===== config.mk =====
export PLATFORM = sky130hd
export DESIGN_NAME = hist_cell_scheduler
export DESIGN_NICKNAME = d
export VERILOG_FILES = /design/src/rtl/hist_cell_scheduler.sv
export SDC_FILE = /design/constraint.sdc
export NUM_CORES = 1
export LEC_CHECK = 0
export ABC_AREA = 1
export BUFFER_PORTS_ARGS = -buffer_cell sky130_fd_sc_hd__buf_2
export CAP_MARGIN = 10
export CORE_AREA = 2 2 236 238
export DETAILED_ROUTE_END_ITERATION = 10
export DIE_AREA = 0 0 238 240
export GPL_ROUTABILITY_DRIVEN = 1
export MAX_ROUTING_LAYER = met4
export SKIP_CTS_REPAIR_TIMING = 1
export SLEW_MARGIN = 30
export SYNTH_ARGS = -nofsm -noshare
export SYNTH_HDL_FRONTEND = slang
export SYNTH_SLANG_ARGS = --single-unit
export TNS_END_PERCENT = 10

===== constraint.sdc =====
create_clock -name iClk -period 1.4 [get_ports iClk]
set_input_delay 0.28 -clock iClk [delete_from_list [all_inputs] [get_ports iClk]]
set_output_delay 0.28 -clock iClk [all_outputs]
set_load 0.005 [all_outputs]

===== src/rtl/hist_cell_scheduler.sv =====
// hist_cell_scheduler: raster-scans a CELLS_X x CELLS_Y window one histogram cell at a time.
// Optional macro HIST_SCHED_TIMEOUT_EN adds a WAIT watchdog driving the sticky oErr flag.
module hist_cell_scheduler #(
    parameter int CELLS_X = 8,
    parameter int CELLS_Y = 16,
    parameter int TIMEOUT = 200
) (
    input  logic         iClk,
    input  logic         iRst_n,
    input  logic         iStart,
    input  logic         iAbort,
    input  logic         iHistDone,
    input  logic [287:0] iBins,
    input  logic         iBinReady,
    output logic         oLoad,
    output logic [7:0]   oCellX,
    output logic [7:0]   oCellY,
    output logic [287:0] oBins,
    output logic         oBinValid,
    output logic         oBusy,
    output logic         oFrameDone,
    output logic         oErr
);
    typedef enum logic [2:0] {IDLE, LOAD, WAIT, OUT, DONE} state_t;

    localparam logic [7:0] X_MAX = 8'(CELLS_X - 1);
    localparam logic [7:0] Y_MAX = 8'(CELLS_Y - 1);

    state_t       state_q, state_d;
    logic [7:0]   x_q, x_d, y_q, y_d;
    logic [287:0] bins_q;
    logic         timeout;

`ifdef HIST_SCHED_TIMEOUT_EN
    logic [31:0] cnt_q;
    logic        err_q;

    assign timeout = (state_q == WAIT) && !iHistDone && (cnt_q == 32'(TIMEOUT - 1));

    always_ff @(posedge iClk or negedge iRst_n) begin
        if (!iRst_n) begin
            cnt_q <= '0;
            err_q <= 1'b0;
        end else begin
            cnt_q <= (state_q == WAIT) ? cnt_q + 32'd1 : '0;
            if (state_q == IDLE && iStart)
                err_q <= 1'b0;
            else if (timeout && !iAbort)
                err_q <= 1'b1;
        end
    end

    assign oErr = err_q;
`else
    assign timeout = 1'b0;
    assign oErr    = 1'b0;
`endif

    // Abort wins over every in-flight handshake; any exit to IDLE clears the coordinates.
    always_comb begin
        state_d = state_q;
        x_d     = x_q;
        y_d     = y_q;
        if (state_q != IDLE && iAbort) begin
            state_d = IDLE;
            x_d     = '0;
            y_d     = '0;
        end else begin
            case (state_q)
                IDLE: if (iStart) begin
                    state_d = LOAD;
                    x_d     = '0;
                    y_d     = '0;
                end
                LOAD: state_d = WAIT;
                WAIT: begin
                    if (iHistDone) begin
                        state_d = OUT;
                    end else if (timeout) begin
                        state_d = IDLE;
                        x_d     = '0;
                        y_d     = '0;
                    end
                end
                OUT: if (iBinReady) begin
                    if (x_q != X_MAX) begin
                        x_d     = x_q + 8'd1;
                        state_d = LOAD;
                    end else if (y_q != Y_MAX) begin
                        x_d     = '0;
                        y_d     = y_q + 8'd1;
                        state_d = LOAD;
                    end else begin
                        state_d = DONE;
                    end
                end
                default: begin
                    state_d = IDLE;
                    x_d     = '0;
                    y_d     = '0;
                end
            endcase
        end
    end

    always_ff @(posedge iClk or negedge iRst_n) begin
        if (!iRst_n) begin
            state_q <= IDLE;
            x_q     <= '0;
            y_q     <= '0;
            bins_q  <= '0;
        end else begin
            state_q <= state_d;
            x_q     <= x_d;
            y_q     <= y_d;
            if (state_q == WAIT && iHistDone && !iAbort)
                bins_q <= iBins;
        end
    end

    assign oLoad      = (state_q == LOAD);
    assign oBinValid  = (state_q == OUT);
    assign oBusy      = (state_q != IDLE);
    assign oFrameDone = (state_q == DONE);
    assign oCellX     = x_q;
    assign oCellY     = y_q;
    assign oBins      = bins_q;
endmodule


==> summary.txt <==
Critical path
  • Setup crit start kind: register
  • Crit. End Element: primary output
  • Flop2flop setup slack: -170 ps
  • CP startpoint: state_q[1]
  • Worst-path maximum fanout: 3
  • Arrival time worst endpoint: 1540 ps
  • CP required: 1120 ps
  • Worst R2R Path Depth: 9
  • Worst Setup EP: oBusy
  • Reg-to-reg endpoint: oBins[163]
  • Reg2reg start: state_q[2]
  • Critical path type: register to primary output

Power and ir drop
  • Clk pwr share: around a quarter
  • P_sw: roughly 13 mW
  • Sequential share of power: about two fifths
  • Worst IR drop on VDD: 1160 µV
  • Switching share of power: a little over a third
  • P_int: 24.4 mW
  • Comb pwr share: ~36%
  • Leak: around 11 nW
  • Power per cell area: about 1800 nW/µm²

Flow run
  • Max-Cap Viols: 0

Status
  • Status: finished, violations left
  • Failing checks: hold timing, setup timing

Synthesis
  • Post-synthesis cell type count: 22
  • Syn avg cell area: between 8 and 9 µm²
  • Post-synth ARST share: 100%
  • Synth cell count leaders: 675 x nand2_1, 313 x nand3_1, 307 x dfrtp_1
  • Synthesized Nets: ~1800
  • Post-Syn Area: around 13000 µm²
  • Top-area cell type share of the netlist area: roughly three fifths
  • Post-synth top flop: dfrtp_1
  • Synth area leader: dfrtp_1
  • Syn Inst Count: ~1500
  • Seq/Total Area, Yosys: a little over 60%
  • Most common cell in the netlist: nand2_1
  • Post-synth EDFFs: 0
  • Synth Register Bits: 307
  • Synth Warn #: 0
  • Cells taking the most area after synthesis: dfrtp_1 61%, nand2_1 20%, nand3_1 12%

Timing
  • Final min period: about 1800 ps
  • Setup WS post-layout: -419 ps
  • Final Hold Viols: 13
  • Tightest hold margin: -14.7 ps
  • RSZ-0062 raised after global routing: true
  • TNS Setup: -29310 ps
  • Pins Over Slew Limit: 0
  • Fin Clk Skew: 22.4 ps
  • Period utilisation layout: 130%
  • F_max: approximately 0.55 GHz
  • # setup viols final: 290

Final layout
  • Layout cell share with drive strength beyond 1: around 36%
  • Area grow syn2layout: 65.0%
  • Fill count: about 5500
  • Nets: around 2600

Clock tree
  • CTS tree: built
  • H-tree Lvls: 2
  • Worst-path clk slew: roughly 60 ps
  • Clock root cell: clkbuf_16
  • Worst-case clock buffer depth: 3
  • Total clock sinks: slightly above 300
  • Clk_lat worst skew: around 530 ps
  • TritonCTS Buffers: 37

GRT
  • Largest net degree at the start of global routing: around 60
  • GRT Overall Usage: between 10% and 20%
  • Vias in the first global route: 12200
  • Antenna violations before repair: 6
  • Global-route wire length before repair: just under 70000 µm
  • Gr ovfl total: 0

Die
  • Std-Cell Core Area: between 50000 and 60000 µm²
  • Initial Util: ~23%
  • DIE AREA: 57100 µm²
  • Die width: 238 µm
  • Die Y: roughly 240 µm
  • Std cell rows: 86
  • I/O pins: between 600 and 700

Detailed routing
  • WL/cell: ~17 µm
  • DRT Pass-1 Iters: 6
  • DR vias: between 10000 and 15000
  • DRT antenna net count: 0
  • Drt total wl: 50500 µm
  • DRT iter0 DRCs: about 770
  • Vias/cell: ~4.5
  • DRC: 0

Worst hold path
  • Worst hold stages: 3
  • Worst hold-check path type: primary input to register

Place
  • Detail Placement HPWL: approximately 34000 µm
  • PortBufs: between 600 and 700
  • Routability cong.: between 0.8 and 0.9
## cells by family (layout without fill, tap and decap cells)
group	count (synthesis)	after routing	synth area share [%]
AO/OA/AOI/OAI	2	2	0.0994
adder cells (fa/ha/maj)	2	2	0.199
buffers and inverters	119	979	4.12
flip-flops	307	307	61.1
other	1	8	0.0298
AND/OR/NAND/NOR	1040	1042	34.5
## layout by cell type (no fill, tap or decap), types with 9 or more instances in the layout
cell             n
dlygate4sd3_1  150
inv_1           17
buf_4           78
clkbuf_1         9
buf_12          20
nand2_1        670
nand3_1        307
buf_2          581
dfrtp_1        302
clkbuf_16       48
buf_6           43
nor2_1          31
## worst max-delay path, cell delays in order, from the launching register on
cell and delay (ps):
dfrtp_1 400, buf_6 130, nor2_4 130, nand2_2 70, buf_4 150, buf_2 120
## per-stage QoR
step	utilization (%)	area (µm²)	cells	power, mW	worst slack [ps]
6_report	38.0	20800	3044	37.6	-419
3_5_place_dp	31.4	17200	2797	27.1	-200
2_1_floorplan	-	12600	1471	19.7	-12.1
5_1_grt	38.0	20800	3043	40.1	-483
3_3_place_gp	31.4	17200	2797	26.8	-159
4_1_cts	33.5	18300	2860	36.4	-574
## power groups by stage
stage	Combinational (mW)	Clock (mW)	Sequential [mW]
global route	15.0	9.66	15.5
global placement	11.8	0	15.0
CTS	12.0	9.35	15.0
floorplan	4.53	0	15.2
detailed placement	12.0	0	15.1
finish	13.5	9.00	15.1
## flip-flops by register name, summed over array words and instances, names as in the netlist
register	flops
oBins	288
oCellX	8
state_q	3
oCellY	8
## layer usage
metal | routed length (µm) | GRT usage (%)
met4 | 1530 | 6.48
met3 | 3290 | 3.55
met5 | 0 | -
met2 | 25300 | 24.9
met1 | 20400 | 18.9
## final cells by class
| cell class | count | area [µm²] | share of cell area (%) |
|---|---|---|---|
| tap | 704 | 881 | 4.24 |
| inverter | 21 | 86.3 | 0.416 |
| clock inverter | 10 | 66.3 | 0.319 |
| sequential | 307 | 7690 | 37.0 |
| multi-input combinational | 1047 | 4550 | 21.9 |
| clock buffer | 53 | 1060 | 5.09 |
| timing repair buffer | 895 | 6410 | 30.9 |
| antenna | 7 | 17.5 | 0.0844 |
## worst min-delay path by stage
stage                 end  slack, ps  startpoint
2_1_floorplan    oBins[0]        -20      iRst_n
3_3_place_gp   oBins[207]        140      iRst_n
3_5_place_dp   oBins[167]        140      iRst_n
4_1_cts        oBins[152]       -430      iRst_n
5_1_grt        oBins[224]        -10  iBins[224]
6_report        oBins[81]        -10   iBins[81]
Power figures use the tool's default switching activity.
